File: src/rtl/cel_pixel_decoder.sv
// Cel pixel decoder: maps unpacked coded pixels through a 32-entry PLUT (or passes raw/16bpp
// values through), flags transparency and queues pixels plus end-of-line markers in an output FIFO.
module cel_pixel_decoder #(
  parameter int FIFO_DEPTH = 8
) (
  input  logic        clock,
  input  logic        reset_n,
  input  logic [2:0]  bpp,
  input  logic        coded,
  input  logic [4:0]  plut_base,
  input  logic        bgnd,
  input  logic        flush,
  input  logic        plut_load,
  input  logic        plut_wr,
  input  logic [31:0] plut_din,
  output logic        plut_done,
  input  logic [15:0] pix_in,
  input  logic        pix_valid,
  input  logic        eol_in,
  output logic        in_ready,
  output logic [15:0] out_pix,
  output logic        out_transp,
  output logic        out_eol,
  output logic        out_valid,
  input  logic        out_ready,
  output logic        overflow
);

  localparam int AW = $clog2(FIFO_DEPTH);
  localparam int CW = AW + 1;
  localparam int OW = CW + 1;
  localparam logic [OW-1:0] DEPTH_O = OW'(FIFO_DEPTH);
  localparam logic [OW-1:0] RDY_LIM = OW'(FIFO_DEPTH - 2);
  localparam logic [CW-1:0] DEPTH_C = CW'(FIFO_DEPTH);

  logic [15:0] plut_r [32];
  logic [4:0]  wr_k_r;
  logic        plut_done_r;
  logic        plut_we_s;
  logic [3:0]  plut_wa_s;

  logic        s1_v_r, s1_eol_r, s1_lut_r, s1_bgnd_r;
  logic [4:0]  s1_idx_r;
  logic [15:0] s1_raw_r;
  logic        s2_v_r, s2_eol_r, s2_lut_r, s2_bgnd_r;
  logic [15:0] s2_raw_r, s2_plut_r;
  logic        eol_pend_r;

  logic [17:0]   fifo_mem_r [FIFO_DEPTH];
  logic [AW-1:0] wr_ptr_r, rd_ptr_r;
  logic [CW-1:0] count_r;
  logic          overflow_r;

  logic [4:0]    idx_s;
  logic [15:0]   raw_s;
  logic          lut_s;
  logic [OW-1:0] occ_s, new_n_s;
  logic          accept_s, drop_s;
  logic [15:0]   res_s;
  logic          transp_s, push_s, pop_s, push_ok_s;
  logic [17:0]   head_s;

  assign plut_we_s = plut_wr && (plut_load || !plut_done_r);
  assign plut_wa_s = plut_load ? 4'd0 : wr_k_r[3:0];

  // PLUT storage; a write and an S2 read of the same entry on one edge yields the old value
  always_ff @(posedge clock) begin
    if (plut_we_s) begin
      plut_r[{plut_wa_s, 1'b0}] <= plut_din[31:16];
      plut_r[{plut_wa_s, 1'b1}] <= plut_din[15:0];
    end
  end

  // PLUT word pointer and load-complete flag
  always_ff @(posedge clock or negedge reset_n) begin
    if (!reset_n) begin
      wr_k_r      <= 5'd0;
      plut_done_r <= 1'b0;
    end else if (plut_load) begin
      wr_k_r      <= plut_wr ? 5'd1 : 5'd0;
      plut_done_r <= 1'b0;
    end else if (plut_wr && !plut_done_r) begin
      wr_k_r      <= wr_k_r + 5'd1;
      plut_done_r <= (wr_k_r == 5'd15);
    end else begin
      wr_k_r      <= wr_k_r;
      plut_done_r <= plut_done_r;
    end
  end

  // Index / raw value extraction for the current input depth
  always_comb begin
    idx_s = 5'd0;
    raw_s = 16'h0000;
    case (bpp)
      3'd1: begin idx_s = {plut_base[4:1], pix_in[0]};   raw_s = {15'h0000, pix_in[0]};   end
      3'd2: begin idx_s = {plut_base[4:2], pix_in[1:0]}; raw_s = {14'h0000, pix_in[1:0]}; end
      3'd3: begin idx_s = {plut_base[4],   pix_in[3:0]}; raw_s = {12'h000,  pix_in[3:0]}; end
      3'd4: begin idx_s = pix_in[4:0];                   raw_s = {10'h000,  pix_in[5:0]}; end
      3'd5: begin idx_s = pix_in[4:0];                   raw_s = {8'h00,    pix_in[7:0]}; end
      3'd6: begin idx_s = 5'd0;                          raw_s = pix_in;                  end
      default: begin idx_s = 5'd0;                       raw_s = 16'h0000;                end
    endcase
    lut_s = coded && (bpp != 3'd6);
  end

  // Admission: an input is taken only when every entry it creates is guaranteed a FIFO slot.
  // Any input arriving while a split EOL marker is still pending is lost.
  always_comb begin
    occ_s    = OW'(count_r) + OW'(s1_v_r) + OW'(s2_v_r) + OW'(eol_pend_r);
    new_n_s  = OW'(pix_valid) + OW'(eol_in);
    accept_s = 1'b0;
    drop_s   = 1'b0;
    if (flush) begin
      accept_s = 1'b0;
      drop_s   = 1'b0;
    end else if ((pix_valid || eol_in) && !eol_pend_r && ((occ_s + new_n_s) <= DEPTH_O)) begin
      accept_s = 1'b1;
    end else if (pix_valid || eol_in) begin
      drop_s = 1'b1;
    end else begin
      accept_s = 1'b0;
      drop_s   = 1'b0;
    end
  end

  assign in_ready = (occ_s <= RDY_LIM);

  // Stage 1: capture index, raw value and mode; a pending EOL marker takes precedence
  always_ff @(posedge clock or negedge reset_n) begin
    if (!reset_n) begin
      s1_v_r <= 1'b0; s1_eol_r <= 1'b0; s1_lut_r <= 1'b0; s1_bgnd_r <= 1'b0;
      s1_idx_r <= 5'd0; s1_raw_r <= 16'h0000; eol_pend_r <= 1'b0;
    end else if (flush) begin
      s1_v_r <= 1'b0; eol_pend_r <= 1'b0;
    end else if (eol_pend_r) begin
      s1_v_r <= 1'b1; s1_eol_r <= 1'b1; s1_lut_r <= 1'b0; s1_raw_r <= 16'h0000;
      eol_pend_r <= 1'b0;
    end else if (accept_s) begin
      s1_v_r    <= 1'b1;
      s1_eol_r  <= !pix_valid;
      s1_lut_r  <= lut_s;
      s1_bgnd_r <= bgnd;
      s1_idx_r  <= idx_s;
      s1_raw_r  <= raw_s;
      eol_pend_r <= pix_valid && eol_in;
    end else begin
      s1_v_r <= 1'b0; eol_pend_r <= 1'b0;
    end
  end

  // Stage 2: registered PLUT read alongside the stage 1 payload
  always_ff @(posedge clock or negedge reset_n) begin
    if (!reset_n) begin
      s2_v_r <= 1'b0; s2_eol_r <= 1'b0; s2_lut_r <= 1'b0; s2_bgnd_r <= 1'b0;
      s2_raw_r <= 16'h0000; s2_plut_r <= 16'h0000;
    end else if (flush) begin
      s2_v_r <= 1'b0;
    end else begin
      s2_v_r    <= s1_v_r;
      s2_eol_r  <= s1_eol_r;
      s2_lut_r  <= s1_lut_r;
      s2_bgnd_r <= s1_bgnd_r;
      s2_raw_r  <= s1_raw_r;
      s2_plut_r <= plut_r[s1_idx_r];
    end
  end

  // Final pixel value and transparency for the FIFO write
  always_comb begin
    if (s2_eol_r) begin
      res_s = 16'h0000;
    end else if (s2_lut_r) begin
      res_s = s2_plut_r;
    end else begin
      res_s = s2_raw_r;
    end
    transp_s  = s2_eol_r || ((res_s == 16'h0000) && !s2_bgnd_r);
    push_s    = s2_v_r && !flush;
    pop_s     = out_ready && (count_r != {CW{1'b0}}) && !flush;
    push_ok_s = push_s && ((count_r != DEPTH_C) || pop_s);
  end

  // FIFO storage
  always_ff @(posedge clock) begin
    if (push_ok_s) begin
      fifo_mem_r[wr_ptr_r] <= {s2_eol_r, transp_s, res_s};
    end
  end

  // FIFO pointers, occupancy and sticky overflow
  always_ff @(posedge clock or negedge reset_n) begin
    if (!reset_n) begin
      wr_ptr_r <= {AW{1'b0}}; rd_ptr_r <= {AW{1'b0}}; count_r <= {CW{1'b0}};
      overflow_r <= 1'b0;
    end else if (flush) begin
      wr_ptr_r <= {AW{1'b0}}; rd_ptr_r <= {AW{1'b0}}; count_r <= {CW{1'b0}};
      overflow_r <= 1'b0;
    end else begin
      if (push_ok_s) wr_ptr_r <= wr_ptr_r + AW'(1);
      if (pop_s)     rd_ptr_r <= rd_ptr_r + AW'(1);
      case ({push_ok_s, pop_s})
        2'b10:   count_r <= count_r + CW'(1);
        2'b01:   count_r <= count_r - CW'(1);
        default: count_r <= count_r;
      endcase
      overflow_r <= overflow_r || drop_s;
    end
  end

  // Show-ahead head; outputs held at zero while the FIFO is empty
  always_comb begin
    head_s    = fifo_mem_r[rd_ptr_r];
    out_valid = (count_r != {CW{1'b0}});
    if (out_valid) begin
      out_pix    = head_s[15:0];
      out_transp = head_s[16];
      out_eol    = head_s[17];
    end else begin
      out_pix    = 16'h0000;
      out_transp = 1'b0;
      out_eol    = 1'b0;
    end
  end

  assign plut_done = plut_done_r;
  assign overflow  = overflow_r;

endmodule
File: config.mk
export PLATFORM = sky130hd
export DESIGN_NAME = cel_pixel_decoder
export DESIGN_NICKNAME = d
export VERILOG_FILES = /design/src/rtl/cel_pixel_decoder.sv
export SDC_FILE = /design/constraint.sdc
export NUM_CORES = 1
export LEC_CHECK = 0
export CELL_PAD_IN_SITES_DETAIL_PLACEMENT = 0
export CELL_PAD_IN_SITES_GLOBAL_PLACEMENT = 1
export CORE_MARGIN = 10
export CORE_UTILIZATION = 49
export DETAILED_ROUTE_END_ITERATION = 10
export GPL_TIMING_DRIVEN = 0
export MAX_ROUTING_LAYER = met4
export PLACE_DENSITY = 0.78
export SYNTH_ARGS = -nofsm -noshare
export SYNTH_HDL_FRONTEND = slang
export SYNTH_SLANG_ARGS = --single-unit
File: constraint.sdc
create_clock -name clock -period 3.3 [get_ports clock]
set_clock_uncertainty 0.05 [all_clocks]
set_input_delay 0.66 -clock clock [delete_from_list [all_inputs] [get_ports clock]]
set_output_delay 0.66 -clock clock [all_outputs]
set_load 0.02 [all_outputs]
== Word-level counts from Yosys, hierarchy flattened ==
Memory sizes are Yosys's and may differ from the RTL's. A register that Yosys moved wholly into a read port is not among the register bits.
Index checks and enable logic that the tools add are counted.

* Flip-flop bits (word level): 63
* RAM bits: 656
* Input port bits: 66
* Output and inout port bits: 22
* Logic and storage cells: 120
* Memories kept: 2

{| class="wikitable"
|+ Memory list
! name !! words !! width !! rd ports !! clocked after memory_dff !! write ports !! line !! RTL
|-
| plut_r || 32 || 16 || 1 || 1 || 2 || 36 || <nowiki>logic [15:0] plut_r [32];</nowiki>
|-
| fifo_mem_r || 8 || 18 || 1 || 0 || 1 || 49 || <nowiki>logic [17:0] fifo_mem_r [FIFO_DEPTH];</nowiki>
|}

* $add $sub $neg: 10
* $lt $le $gt $ge: 2
* Equal/unequal tests: 11
* Multiplexer cells: 42
* Bitwise operators: 2
* Reduce and logical (&&, ||, !) cells: 33

{| class="wikitable"
|+ Operators by type and width
! operator !! number
|-
| 16-bit one-hot mux with 6 select lines || 1
|-
| 16-bit 2-to-1 mux || 5
|-
| 1-bit 2-to-1 mux || 26
|-
| 5-bit one-hot mux with 4 select lines || 1
|-
| 16-bit logical NOT || 1
|-
| 3-bit 2-to-1 mux || 4
|-
| 1-bit logical AND || 11
|-
| 5-bit by 1-bit adder with 5-bit output || 2
|-
| 5-bit 2-to-1 mux || 2
|-
| 3-bit == test (second input constant) || 3
|-
| 4-bit 2-to-1 mux || 2
|-
| 4-bit one-hot mux with 2 select lines || 1
|-
| 2-bit nonzero test || 4
|-
| 1-bit logical NOT || 7
|-
| 3-bit by 1-bit adder with 3-bit output (second input constant) || 2
|-
| 3-bit by 2-bit == test with 1-bit output (second input constant) || 2
|-
| 4-bit by 1-bit adder with 5-bit output || 1
|-
| 5-bit by 1-bit adder with 5-bit output (second input constant) || 1
|-
| 5-bit by 2-bit adder with 5-bit output || 1
|-
| 5-bit by 4-bit == test with 1-bit output (second input constant) || 1
|-
| 5-bit by 3-bit less-or-equal comparator with 1-bit output (second input constant) || 1
|-
| 5-bit by 4-bit less-or-equal comparator with 1-bit output (second input constant) || 1
|-
| 1-bit logical OR || 5
|-
| 4-bit by 1-bit adder with 4-bit output (second input constant) || 1
|-
| other kinds (13) || 14
|}

== Logic depth before layout (Yosys ltp) ==
* Word-level depth: 11
* Depth in mapped cells: 13
* Depth with buffers taken out: 12

== Worst setup path after synthesis ==
Ideal clock, no wire load.

* Path type: reg2reg
* From: reg count_r[0]
* To: reg s1_bgnd_r
* Setup time: 0.125 ns
* Arrival time: 3.237 ns
* Data required time: 3.125 ns
* Setup slack: -0.111 ns
* Stages on the path, launching flop included: 11
* Path buffers: 0
* Period minus slack after synthesis: 3.411 ns
* Cells stage by stage: dfrtp_1 fa_1 ha_1 inv_1 fa_1 inv_1 ha_1 nor4_2 o31ai_4 nor3_4 mux2_2

* Longest elaborated chain between the ends: 9

{| class="wikitable"
|+ RTL lines
! what !! line !! RTL
|-
| from (decl) || 51 || <nowiki>logic [CW-1:0] count_r;</nowiki>
|-
| from (signal assigned) || 194 || <nowiki>wr_ptr_r <= {AW{1'b0}}; rd_ptr_r <= {AW{1'b0}}; count_r <= {CW{1'b0}};</nowiki>
|-
| from (signal assigned) || 197 || <nowiki>wr_ptr_r <= {AW{1'b0}}; rd_ptr_r <= {AW{1'b0}}; count_r <= {CW{1'b0}};</nowiki>
|-
| from (signal assigned) || 203 || <nowiki>2'b10: count_r <= count_r + CW'(1);</nowiki>
|-
| 4-bit by 1-bit adder with 5-bit output || 110 || <nowiki>occ_s = OW'(count_r) + OW'(s1_v_r) + OW'(s2_v_r) + OW'(eol_pend_r);</nowiki>
|-
| 5-bit by 1-bit adder with 5-bit output (2 in a row) || 110 ||
|-
| 5-bit by 2-bit adder with 5-bit output || 117 || <nowiki>end else if ((pix_valid || eol_in) && !eol_pend_r && ((occ_s + new_n_s) <= DEPTH_O)) begin</nowiki>
|-
| 5-bit by 4-bit less-or-equal comparator with 1-bit output || 117 ||
|-
| 1-bit logical AND || 117 ||
|-
| 1-bit 2-to-1 mux || 117 ||
|-
| 1-bit 2-to-1 mux || 114 || <nowiki>if (flush) begin</nowiki>
|-
| 3-bit AND reduction (no source line) || -- ||
|-
| to (signal assigned) || 143 || <nowiki>s1_bgnd_r <= bgnd;</nowiki>
|-
| to (decl) || 42 || <nowiki>logic s1_v_r, s1_eol_r, s1_lut_r, s1_bgnd_r;</nowiki>
|}

Every way passes these cells.
A chain may end at the register's enable or synchronous reset.

== Worst setup path in the final report ==
* From: reg s1_v_r
* To: out in_ready

* Longest elaborated chain between the ends: 4

{| class="wikitable"
|+ RTL lines
! what !! line !! RTL
|-
| from (decl) || 42 ||
|-
| from (signal assigned) || 132 || <nowiki>s1_v_r <= 1'b0; s1_eol_r <= 1'b0; s1_lut_r <= 1'b0; s1_bgnd_r <= 1'b0;</nowiki>
|-
| from (signal assigned) || 135 || <nowiki>s1_v_r <= 1'b0; eol_pend_r <= 1'b0;</nowiki>
|-
| from (signal assigned) || 137 || <nowiki>s1_v_r <= 1'b1; s1_eol_r <= 1'b1; s1_lut_r <= 1'b0; s1_raw_r <= 16'h0000;</nowiki>
|-
| 4-bit by 1-bit adder with 5-bit output || 110 ||
|-
| 5-bit by 1-bit adder with 5-bit output (2 in a row) || 110 ||
|-
| 5-bit by 3-bit less-or-equal comparator with 1-bit output || 127 || <nowiki>assign in_ready = (occ_s <= RDY_LIM);</nowiki>
|-
| to (decl) || 20 || <nowiki>output logic in_ready,</nowiki>
|}

Every way passes these cells.

==> impl_metrics.yaml <==
detailed_routing:
  drt_iter0_drc: 1635
  antenna_left: 0
  via_per_inst: 5.989
  routedWlPerCell_um: 27.92
  first_pass_iters: 5
  vias: 14750
  drc_errors: 0
  routed_wl_um: 68770
timing:
  max_slew_margin_pct: 12.37
  worst-slew-pin-transition_ns: 1.301
  fin_crit_ns: 3.642
  slew_violations: 0
  rsz0062_at_grt: "yes"
  setup_viol: 27
  min_period_over_period_pct: 110.4
  hold_viol: 0
  max_freq_ghz: 0.2746
  setup_ws_ns: -0.3423
  whs_ns: 0.3802
grt:
  grt_pass1_vias: 15390
  grt_max_degree: 74
  grt_overflow_total: 0
  antenna_found_initial: 5
  grt_pass1_wl_um: 101200
  track_usage_pct: 20.36
logic_synthesis:
  yosysMostFrequentCell: "edfxtp_1"
  ys.flop_type: "edfxtp_1"
  synth_top_area_cell: "edfxtp_1"
  synth_edf_count: 656
  synth.area.top_cells: "edfxtp_1, mux4_2, dfrtp_1"
  ys_ff_latch: 735
  yosysWarningCount: 0
  synth_top_area_share_pct: 68.44
  ys_seq_area_share_pct: 75.31
  syn_nets: 1499
  synth_cell_types: 59
  syn-cell-area_sq_um: 28780
  avgSynthCellArea_sq_um: 20.27
  synthCells: 1420
  async_flop_share_pct: 10.75
  synth_common_cells: "edfxtp_1, mux4_2, nor2_1, dfrtp_1, o22ai_1"
floorplanning:
  die_h_um: 262.4
  core-area_sq_um: 57920
  initial_core_util_pct: 49.70
  dieArea_sq_um: 68840
  die_w_um: 262.4
  row_count: 88
  io_pins: 88
setup_path:
  endpoint_kind: "output port"
  cp_max_fo: 2
  cp_data_arrival_time_ns: 2.93
  reg2reg_depth: 12
  max_stage_delay_ns: 0.54
  cp_common_cell: "nand2_1"
  path_cells: "fa_1 -> ha_2 -> inv_2 -> fa_2 -> inv_4 -> a31o_2 -> nand2_1 -> nand2_1 -> a31oi_1 -> buf_4"
  cp.required_ns: 2.59
  worstSetupStartpoint: "s1_v_r$_DFF_PN0_"
  slowest_stage: "fa_1"
  reg2reg_from: "s1_v_r$_DFF_PN0_"
  start_kind: "register"
  worstSetupPathType: "reg -> out"
place:
  gp_congestion: 0.8132
  post-place-ws_ns: -1.250
  portBuffers: 85
  dp.cells: 2297
  dp_hpwl_um: 43520
clock_network:
  clk_latency_ns: 0.62
  clock_sinks: 735
  clock_path_buffers: 3
  cts.clk_slew.worst_paths_ns: 0.06
  cts_buffers: 75
  cts_tree: "yes"
  root_buffer: "clkbuf_16"
  h-tree-depth: 3
power_and_ir_drop:
  ir_drop_v: 0.0005370
  power_switching_mw: 7.834
  combPwrFrac_pct: 26.9
  total_leakage_power_nw: 11.37
  finalPower_mw: 27.02
  seqPwrFrac_pct: 40.9
  p_clk_share_pct: 32.2
  intPower_mw: 19.18
  p_sw_share_pct: 29.00
  power_density_nw_per_um2: 787.5
job:
  cap_viol_max_count: 0
finish:
  fin_cells: 2463
  nets: 1714
  nFillCells: 4195
  area_growth_pct: 19.19
  final_util_pct: 59.23
  seq_area_sq_um: 21680
  drive_gt1_share_pct: 27.41
  multi_input_area_sq_um: 6914
outcome:
  status: "complete, but fails checks"
  violations: "negative setup slack"
hold_path:
  hold_path_class: "in -> async"
[critical path: cells and delay by family (launching register included)]
| kind | cells | cell delay (ns) |
|---|---|---|
| compound gates | 2 | 0.33 |
| fa+ha+maj | 3 | 1.26 |
| simple gates | 2 | 0.11 |
| flops | 1 | 0.39 |
| buf+inv | 3 | 0.23 |
[power by group through the flow]
stage	sequential [mW]	clock [mW]	combinational, mW
3_3_place_gp	11.2	0	6.75
5_1_grt	11.1	9.18	7.71
2_1_floorplan	11.1	0	4.48
3_5_place_dp	11.2	0	6.89
6_report	11.1	8.70	7.26
4_1_cts	11.0	8.80	7.11
[placed cells by master, fill, tap and decap left out, drive strengths merged, types with 12 or more instances in the layout]
cell,n
nand2,40
nor3,16
bufinv,12
or4,16
clkinv,24
buf,97
mux2,28
clkdlybuf4s50,63
o21ai,27
mux4,164
inv,15
dfrtp,79
dlygate4sd2,17
edfxtp,656
clkbuf,124
o22ai,64
nor2,88
mux2i,38
[registers in the layout, summed over array words and instances, names as in the netlist, 3 cells and up]
register / cells
plut_r: 512
fifo_mem_r: 144
s1_raw_r: 16
s2_plut_r: 16
s2_raw_r: 16
s1_idx_r: 5
wr_k_r: 5
count_r: 4
rd_ptr_r: 3
wr_ptr_r: 3
[layout make-up]
class / instances / area share, %
diodes: 5 / 0.03647
plain buffers: 74 / 1.499
clock buffers: 93 / 5.788
clock inverters: 42 / 1.583
inverters: 10 / 0.1167
multi-input cells: 601 / 20.15
flip-flops and latches: 735 / 63.20
well taps: 765 / 2.790
repair buffers: 138 / 4.836
[final timing paths]
kind / to / slack (ns)
min in group clock: s1_raw_r[1]$_DFFE_PN0P_ / 0.42
max in group asynchronous: count_r[0]$_DFFE_PN0P_ / 2.20
worst max register to register: s1_idx_r[2]$_DFFE_PN0P_ / -0.28
worst max-delay path: in_ready / -0.34
worst min-delay path: wr_k_r[2]$_DFFE_PN0P_ / 0.38
worst min register to register: s2_plut_r[2]$_DFFE_PN0N_ / 0.43
[per-stage QoR]
step	setup TNS (ns)	cell area (sq um)
3_5_place_dp	-21.13	31340
6_report	-5.760	34310
3_3_place_gp	-1077.64	30620
4_1_cts	-6.927	34120
2_1_floorplan	-0.2164	28810
5_1_grt	-9.257	34300
[timing repair]
item                                    CTS  global route
resized for setup                        75            18
gates cloned                              2             1
endpoints found under the hold margin     6             0
endpoints found under the setup margin   48            38
hold buffers                              1             0
buffers inserted                         13            11
pin swaps                                 8             3
[cell families (layout without fill, tap and decap cells)]
family | count (synthesis) | in the layout | synth area share [%]
AOI/OAI and AO/OA | 138 | 138 | 3.199
xor gates and xnor gates | 11 | 11 | 0.3999
adders and majority gates | 13 | 13 | 0.6695
buffers and inverters | 85 | 357 | 1.617
DFF | 735 | 735 | 75.31
muxes | 230 | 230 | 15.25
other | 0 | 5 | 0
and+or+nand+nor | 208 | 209 | 3.556
[routing by layer]
layer  wire length (um)  GRT usage, %  up-vias
li1                   -             -     6305
met1              26260         24.45     7744
met2              35550         33.98      581
met4               1812         6.373        0
met3               5138         4.520      121
met5                  0             -        -
Note: power is estimated with default switching activity, not from simulation.
